==> src/rtl/rotdc_event_decoder.sv <==
// Linearises ring-oscillator TDC start/stop snapshots into timestamps and pairs them into intervals.
// Three decode stages feed a registered pairing FSM; no backpressure, one snapshot accepted per cycle.
module rotdc_event_decoder #(
  parameter int ROLEN_HALF  = 126,
  parameter int COUNTER_LEN = 64,
  parameter int FINE_W      = 9,
  parameter int TIMEOUT_CYC = 4096
) (
  input  logic                          clk,
  input  logic                          rst_n,
  input  logic                          snap_valid,
  input  logic                          snap_is_stop,
  input  logic [2*ROLEN_HALF+2:0]       snap_ring,
  input  logic [COUNTER_LEN-1:0]        snap_coarse,
  output logic                          res_valid,
  output logic [COUNTER_LEN+FINE_W-1:0] res_interval,
  output logic                          res_bubble,
  output logic                          err_order,
  output logic                          err_restart,
  output logic                          err_timeout,
  output logic                          busy
);
  localparam int STAGES = 2*ROLEN_HALF+3;
  localparam int TS_W   = COUNTER_LEN+FINE_W;
  localparam int IDX_W  = $clog2(STAGES);
  localparam int CNT_W  = $clog2(TIMEOUT_CYC+1);

  typedef enum logic {IDLE, ARMED} state_t;

  // S1: raw snapshot capture
  logic                   s1_vld_q, s1_stop_q;
  logic [STAGES-1:0]      s1_ring_q;
  logic [COUNTER_LEN-1:0] s1_coarse_q;

  // S2: edge vector and bubble detection
  logic                   s2_vld_q, s2_stop_q, s2_bub_q, s2_bub_d;
  logic [STAGES-1:0]      s2_edge_q, s2_edge_d, s2_ring_q;
  logic [COUNTER_LEN-1:0] s2_coarse_q;

  // S3: decoded timestamp
  logic                   s3_vld_q, s3_stop_q, s3_bub_q;
  logic [TS_W-1:0]        s3_ts_q, s3_ts_d;
  logic [IDX_W-1:0]       idx;
  logic [FINE_W-1:0]      fine;

  // Pairing FSM and registered outputs
  state_t                 state_q, state_d;
  logic [CNT_W-1:0]       cnt_q, cnt_d;
  logic [TS_W-1:0]        start_ts_q, start_ts_d;
  logic                   start_bub_q, start_bub_d;
  logic                   res_valid_q, res_valid_d;
  logic [TS_W-1:0]        res_interval_q, res_interval_d;
  logic                   res_bubble_q, res_bubble_d;
  logic                   err_order_q, err_order_d;
  logic                   err_restart_q, err_restart_d;
  logic                   err_timeout_q, err_timeout_d;

  always_comb begin
    s2_edge_d = '0;
    for (int i = 0; i < STAGES; i++) begin
      s2_edge_d[i] = ~(s1_ring_q[i] ^ s1_ring_q[(i+1) % STAGES]);
    end
    s2_bub_d = ((s2_edge_d & (s2_edge_d - STAGES'(1))) != '0) || (s2_edge_d == '0);
  end

  // Lowest set edge wins; scanning downward leaves the smallest index last.
  always_comb begin
    idx = '0;
    for (int i = STAGES-1; i >= 0; i--) begin
      if (s2_edge_q[i]) idx = IDX_W'(i);
    end
    fine    = s2_ring_q[idx] ? FINE_W'(idx) : FINE_W'(idx) + FINE_W'(STAGES);
    s3_ts_d = TS_W'(s2_coarse_q) * TS_W'(2*STAGES) + TS_W'(fine);
  end

  always_ff @(posedge clk) begin
    if (!rst_n) begin
      s1_vld_q    <= 1'b0;
      s1_stop_q   <= 1'b0;
      s1_ring_q   <= '0;
      s1_coarse_q <= '0;
      s2_vld_q    <= 1'b0;
      s2_stop_q   <= 1'b0;
      s2_bub_q    <= 1'b0;
      s2_edge_q   <= '0;
      s2_ring_q   <= '0;
      s2_coarse_q <= '0;
      s3_vld_q    <= 1'b0;
      s3_stop_q   <= 1'b0;
      s3_bub_q    <= 1'b0;
      s3_ts_q     <= '0;
    end else begin
      s1_vld_q    <= snap_valid;
      s1_stop_q   <= snap_is_stop;
      s1_ring_q   <= snap_ring;
      s1_coarse_q <= snap_coarse;
      s2_vld_q    <= s1_vld_q;
      s2_stop_q   <= s1_stop_q;
      s2_bub_q    <= s2_bub_d;
      s2_edge_q   <= s2_edge_d;
      s2_ring_q   <= s1_ring_q;
      s2_coarse_q <= s1_coarse_q;
      s3_vld_q    <= s2_vld_q;
      s3_stop_q   <= s2_stop_q;
      s3_bub_q    <= s2_bub_q;
      s3_ts_q     <= s3_ts_d;
    end
  end

  // A decoded event in the timeout cycle takes precedence over the timeout.
  always_comb begin
    state_d        = state_q;
    cnt_d          = cnt_q;
    start_ts_d     = start_ts_q;
    start_bub_d    = start_bub_q;
    res_valid_d    = 1'b0;
    res_interval_d = res_interval_q;
    res_bubble_d   = res_bubble_q;
    err_order_d    = 1'b0;
    err_restart_d  = 1'b0;
    err_timeout_d  = 1'b0;
    case (state_q)
      IDLE: begin
        if (s3_vld_q) begin
          if (s3_stop_q) begin
            err_order_d = 1'b1;
          end else begin
            state_d     = ARMED;
            start_ts_d  = s3_ts_q;
            start_bub_d = s3_bub_q;
            cnt_d       = '0;
          end
        end
      end
      ARMED: begin
        if (s3_vld_q && s3_stop_q) begin
          res_valid_d    = 1'b1;
          res_interval_d = s3_ts_q - start_ts_q;
          res_bubble_d   = start_bub_q | s3_bub_q;
          state_d        = IDLE;
        end else if (s3_vld_q) begin
          err_restart_d = 1'b1;
          start_ts_d    = s3_ts_q;
          start_bub_d   = s3_bub_q;
          cnt_d         = '0;
        end else if (cnt_q == CNT_W'(TIMEOUT_CYC-1)) begin
          err_timeout_d = 1'b1;
          state_d       = IDLE;
        end else begin
          cnt_d = cnt_q + CNT_W'(1);
        end
      end
      default: state_d = IDLE;
    endcase
  end

  always_ff @(posedge clk) begin
    if (!rst_n) begin
      state_q        <= IDLE;
      cnt_q          <= '0;
      start_ts_q     <= '0;
      start_bub_q    <= 1'b0;
      res_valid_q    <= 1'b0;
      res_interval_q <= '0;
      res_bubble_q   <= 1'b0;
      err_order_q    <= 1'b0;
      err_restart_q  <= 1'b0;
      err_timeout_q  <= 1'b0;
    end else begin
      state_q        <= state_d;
      cnt_q          <= cnt_d;
      start_ts_q     <= start_ts_d;
      start_bub_q    <= start_bub_d;
      res_valid_q    <= res_valid_d;
      res_interval_q <= res_interval_d;
      res_bubble_q   <= res_bubble_d;
      err_order_q    <= err_order_d;
      err_restart_q  <= err_restart_d;
      err_timeout_q  <= err_timeout_d;
    end
  end

  assign res_valid    = res_valid_q;
  assign res_interval = res_interval_q;
  assign res_bubble   = res_bubble_q;
  assign err_order    = err_order_q;
  assign err_restart  = err_restart_q;
  assign err_timeout  = err_timeout_q;
  assign busy         = (state_q == ARMED);

endmodule

==> config.mk <==
export PLATFORM = sky130hd
export DESIGN_NAME = rotdc_event_decoder
export DESIGN_NICKNAME = d
export VERILOG_FILES = /design/src/rtl/rotdc_event_decoder.sv
export SDC_FILE = /design/constraint.sdc
export NUM_CORES = 2
export LEC_CHECK = 0
export CORE_MARGIN = 1.5
export CORE_UTILIZATION = 45
export CTS_CLUSTER_DIAMETER = 80
export DETAILED_ROUTE_END_ITERATION = 10
export SETUP_SLACK_MARGIN = 0.05
export SLEW_MARGIN = 0
export SYNTH_ARGS = -nofsm -noshare
export SYNTH_HDL_FRONTEND = slang
export SYNTH_SLANG_ARGS = --single-unit
==> constraint.sdc <==
create_clock -name clk -period 10.25 [get_ports clk]
set_input_delay 1.5375 -clock clk [delete_from_list [all_inputs] [get_ports clk]]
set_output_delay 1.5375 -clock clk [all_outputs]
set_load 0.02 [all_outputs]
## Word-level counts from Yosys, hierarchy flattened

Index checks and enable logic that the tools add are counted.

| word-level totals | value |
|---|---|
| word-level logic and storage cells | 847 |
| bits in read-only memories | 0 |
| memories | 0 |
| memory bits (writable) | 0 |
| bits in latches | 0 |
| register bits after elaboration | 1140 |

| cells by class | value |
|---|---|
| divide/modulo/power cells | 0 |
| $lt $le $gt $ge | 1 |
| shift-type cells | 0 |
| add/sub/neg operators | 5 |
| multiplexer cells | 284 |
| multipliers | 1 |
| bitwise logic cells | 515 |
| reduce and logical (&&, ||, !) cells | 11 |
| equal/unequal tests | 6 |

Operator list:

| cell | number |
|---|---|
| 8-bit two-way mux | 255 |
| 73-bit two-way mux | 4 |
| 1-bit inverter | 258 |
| 255-bit AND | 1 |
| 255-bit zero test | 1 |
| 255-bit nonzero test | 1 |
| 255-bit by 1-bit subtractor with 255-bit output (second input constant) | 1 |
| 1-bit XOR | 255 |
| 73-bit one-hot mux with 2 select lines | 1 |
| 73-bit by 9-bit adder with 73-bit output | 1 |
| 73-bit subtractor | 1 |
| 64-bit by 8-bit multiplier with 72-bit output (second input constant) | 1 |
| 13-bit two-way mux | 5 |
| 13-bit one-hot mux with 2 select lines | 1 |
| 1-bit two-way mux | 14 |
| 13-bit by 1-bit adder with 13-bit output (second input constant) | 1 |
| 13-bit by 12-bit equality test with 1-bit output (second input constant) | 1 |
| 8-bit by 8-bit adder with 9-bit output (second input constant) | 1 |
| 8-bit by 9-bit less-than comparator with 1-bit output (second input constant) | 1 |
| 9-bit two-way mux | 1 |
| 1-bit binary-select mux with 8-bit select | 1 |
| 2-bit != test (second input constant) | 4 |
| 4-bit AND reduction | 2 |
| 3-bit OR reduction | 2 |
| other kinds (7) | 9 |

## Logic depth before layout (Yosys ltp)

| logic depth | value |
|---|---|
| word-level depth | 259 |
| depth in mapped cells | 41 |
| gate-level depth less buffers | 35 |

## Worst setup path before layout

Ideal clock, no wire load.

| timing path | value |
|---|---|
| path type | register to register |
| start point | reg s2_edge_q[196] |
| end point | reg s3_ts_q[71] |
| path slack | 1.629 ns |
| setup time | 0.119 ns |
| buffers on the path | 5 |
| period minus slack after synthesis | 8.621 ns |
| arrival time | 8.502 ns |
| required time | 10.131 ns |
| stages on the path, launching flop included | 41 |
| cells stage by stage | dfxtp_1 > inv_1 > a2111oi_0 > o211ai_1 > or4_1 > a311oi_1 > o311ai_1 > and3_1 > o211a_1 > inv_1 > buf_4 > buf_2 > buf_2 > buf_2 > mux2i_1 > a22oi_1 > nand3_1 > o21ai_0 > (+5 left out) > fa_1 > a21oi_1 > o21bai_1 > a21o_1 > a21oi_1 > nor2b_1 > o21ai_0 > nand2b_1 > and2_1 > clkbuf_1 > nand4_1 > nor3_1 > nand3_1 > or3b_2 > or4_4 > nor4_4 > nand3_1 > mux2i_1 |

| on the way | value |
|---|---|
| longest elaborated chain between the ends | 201 |

Ends and longest elaborated chain:

| element | line | text |
|---|---|---|
| start, declared | 37 | `logic [STAGES-1:0] s2_edge_q, s2_edge_d, s2_ring_q;` |
| start signal, assigned | 100 | `s2_edge_q <= s2_edge_d;` |
| 8-bit two-way mux * (197 in a row) | 70 | `if (s2_edge_q[i]) idx = IDX_W'(i);` |
| 1-bit binary-select mux with 8-bit select | 72 | `fine = s2_ring_q[idx] ? FINE_W'(idx) : FINE_W'(idx) + FINE_W'(STAGES);` |
| 1-bit two-way mux (implied by the code) | 72 |  |
| 9-bit two-way mux * | 72 |  |
| 73-bit by 9-bit adder with 73-bit output * | 73 | `s3_ts_d = TS_W'(s2_coarse_q) * TS_W'(2*STAGES) + TS_W'(fine);` |
| end signal, assigned | 106 | `s3_ts_q <= s3_ts_d;` |
| end, declared | 42 | `logic [TS_W-1:0] s3_ts_q, s3_ts_d;` |

Every way passes the cells marked *; elsewhere a longest branch is shown, timed or not. The select of a mux whose other input is x is not followed.
A chain may end at the register's enable or synchronous reset.

## Worst setup path after layout

| timing path | value |
|---|---|
| start point | reg s2_edge_q[96] |
| end point | reg s3_ts_q[71] |

| on the way | value |
|---|---|
| longest elaborated chain between the ends | 101 |

Ends and longest elaborated chain:

| element | line |
|---|---|
| 8-bit two-way mux * (97 in a row) | 70 |
| 1-bit binary-select mux with 8-bit select | 72 |
| 1-bit two-way mux (implied by the code) | 72 |
| 9-bit two-way mux * | 72 |
| 73-bit by 9-bit adder with 73-bit output * | 73 |

Marks and branches as above.

==> run_results.csv <==
group,metric,value,unit
cells_and_area,layout-drive-gt1-share,5.87,%
sta,period_needed,9.55,ns
yosys,synth_cells,7616,
cells_and_area,postLayoutCoreUtil,52.4,%
outcome,status,"completed",
clock_tree,htree_levels,4,
cells_and_area,fin_nets,8688,
worst_setup_path,cp-end-kind,"flip-flop",
yosys,yosysUniqueCellTypes,102,
drt,drc,0,
yosys,yosys.area.top_type,"dfxtp_1",
cells_and_area,syn_to_final_growth,15.7,%
worst_setup_path,worst-path-buf-inv,2,
clock_tree,cts-resized-gates,0,
floorplan,start_util,45.3,%
global_route,track_usage,32.1,%
worst_setup_path,arrival,10.22,ns
yosys,synth_top_flop_cell,"dfxtp_1",
sta,setup_violations,0,
global_route,grt_first_pass_wirelength,355000,um
global_route,antenna_found_initial,8,
floorplan,die_w,386,um
cells_and_area,multiInputGateArea,39800,um^2
cells_and_area,fillers,13800,
place,portBuffers,401,
yosys,ys_seq_area_share,34.7,%
flow_run,drv_cap,0,
worst_setup_path,cp_max_fo,33,
clock_tree,insertion_delay,0.80,ns
yosys,synth.area.top_cells,"dfxtp_1, fa_1, and2_1",
clock_tree,cts_tree,"yes",
yosys,synth_nets,8424,
clock_tree,cts_sinks,1140,
yosys,yosys_warnings,0,
clock_tree,cts_buffers,134,
worst_setup_path,cp_common_cell,"mux2i_1",
drt,ant_nets,0,
floorplan,die-height,386,um
power,peakVddDrop,0.000138,V
drt,routed_wl,242000,um
worst_setup_path,critPathMaxStageDelay,0.71,ns
drt,wl_per_cell,24.4,um
hold_path,holdCritPathClass,"reg -> reg",
floorplan,core_area,145000,um^2
sta,worstMarginPinSlew,1.33,ns
worst_setup_path,crit_slowest_cell,"o311ai_0",
sta,hold_ws,0.428,ns
place,routabilityCongestion,1.05,
floorplan,io_pins,402,
clock_tree,cts_buffer_depth,3,
sta,fmax,105,MHz
worst_setup_path,cp.required,10.92,ns
worst_setup_path,critPathTopFamily,"simple AND/OR/NAND/NOR gates",
power,power.leakage,30.3,nW
power,finalPower,0.0159,W
power,power_density,209,nW/um^2
worst_setup_path,start_kind,"flip-flop",
floorplan,core.rowCount,140,
place,hpwl,197000,um
cells_and_area,final_cell_mix,"dfxtp_1, and2_1, nand2_1",
yosys,avgSynthCellArea,8.64,um^2
cells_and_area,fin_area,76200,um^2
floorplan,die-area,149000,um^2
yosys,synthArstFlopShare,0,%
cells_and_area,final_common_cell,"dfxtp_1",
sta,hold_violations,0,
sta,finalCritPeriodShare,93.2,%
global_route,grt_overflow_total,0,
clock_tree,cts_setup_buffers,0,
sta,rsz0062_at_grt,"no",
place,place_area,71600,um^2
global_route,grt_max_degree,242,
sta,setup_tns,0,ns
drt,dr.first_iter.drc_count,5408,
yosys,synth_edf_count,0,
drt,dr.pass1.iters,6,
drt,vias_per_cell,5.72,
worst_setup_path,critPathKind,"reg -> reg",
sta,skew,0.0255,ns
clock_tree,clk_pin_slew,0.06,ns
cells_and_area,regArea,22800,um^2
clock_tree,ctsHoldBuffers,0,
sta,slew_violations,0,
yosys,netlist_area,65800,um^2
yosys,yosysTopAreaCellShare,34.7,%
clock_tree,cts_root_buf,"clkbuf_16",
yosys,ys_ff_latch,1140,
global_route,grt_pass1_vias,54700,
sta,max_slew_margin,11.3,%
drt,via_count,56700,
## kinds of logic (layout without fill, tap and decap cells)
| family | after synthesis | count (layout) | synth area share, % |
|---|---|---|---|
| compound gates | 1432 | 1432 | 14.2 |
| xor+xnor | 316 | 316 | 4.20 |
| fa+ha+maj | 485 | 485 | 12.8 |
| buf+inv | 858 | 1225 | 4.96 |
| flops | 1140 | 1140 | 34.7 |
| mux | 149 | 149 | 2.71 |
| other cells | 0 | 5 | 0 |
| simple gates | 3236 | 3236 | 26.5 |
## registers in the layout, summed over array words and instances (netlist names), 13 cells and up
signal        flops
start_ts_q       73
res_interval     73
s2_ring_q       255
s2_coarse_q      64
s2_edge_q       255
s1_coarse_q      64
s1_ring_q       255
cnt_q            13
s3_ts_q          73
## routing by layer
metal | part of all wire (%) | vias up | global-route usage, %
li1 | - | 26700 | -
met1 | 44 | 27300 | 43.3
met2 | 44 | 2165 | 49.6
met3 | 7.7 | 478 | 6.27
met4 | 5.0 | 4 | 14.7
met5 | 0.0099 | - | 0
## worst paths after layout
path | from | cells after the start | endpoint | slack [ns]
setup / recovery | s2_edge_q[96] | 36 | s3_ts_q[71] | 0.70
hold / removal | s1_coarse_q[62] | 1 | s2_coarse_q[62] | 0.43
setup reg to reg | s2_edge_q[96] | 36 | s3_ts_q[71] | 0.70
hold reg to reg | s1_coarse_q[62] | 1 | s2_coarse_q[62] | 0.43
## worst reg2reg max path, delay by kind of cell (launching register included)
kind	cells	cell delay, ns
flip-flops	1	0.39
adder cells (fa/ha/maj)	2	0.44
AND/OR/NAND/NOR	16	4.11
multiplexers	3	0.57
buffers and inverters	2	0.47
AO/OA/AOI/OAI	13	3.44
## cell type report
type                            count  share of cell area [%]
Antenna cell                        5                  0.0164
Clock buffer                      175                    4.92
Clock inverter                     64                    1.10
Timing Repair Buffer              471                    6.03
Multi-Input combinational cell   5618                    52.3
Tap cell                         1917                    3.15
Inverter                          515                    2.55
Sequential cell                  1140                    30.0
## synth_stat cells (123+ instances only)
master    count
nor3_1      186
o21ai_0     218
inv_1       514
a21oi_1     464
xor2_1      125
fa_1        312
nor2_1      580
nand3_1     145
nand2b_1    180
and2_1      727
clkbuf_1    308
ha_1        173
xnor2_1     191
nor4_1      129
dfxtp_1    1140
nor2b_1     123
nand2_1     611
## metrics by stage
| stage | instances | setup slack (ns) |
|---|---|---|
| global route | 9900 | 0.142 |
| detailed placement | 9661 | 0.707 |
| finish | 9905 | 0.698 |
| CTS | 9900 | 0.627 |
| floorplan | 7616 | 1.63 |
| global placement | 9661 | 1.01 |
## power breakdown
part | switching (W) | internal, W
combinational | 0.00340 | 0.00235
clock | 0.00203 | 0.00290
sequential | 0.000447 | 0.00477
total | 0.00588 | 0.0100
No activity file was read; power rests on OpenSTA's default activity.
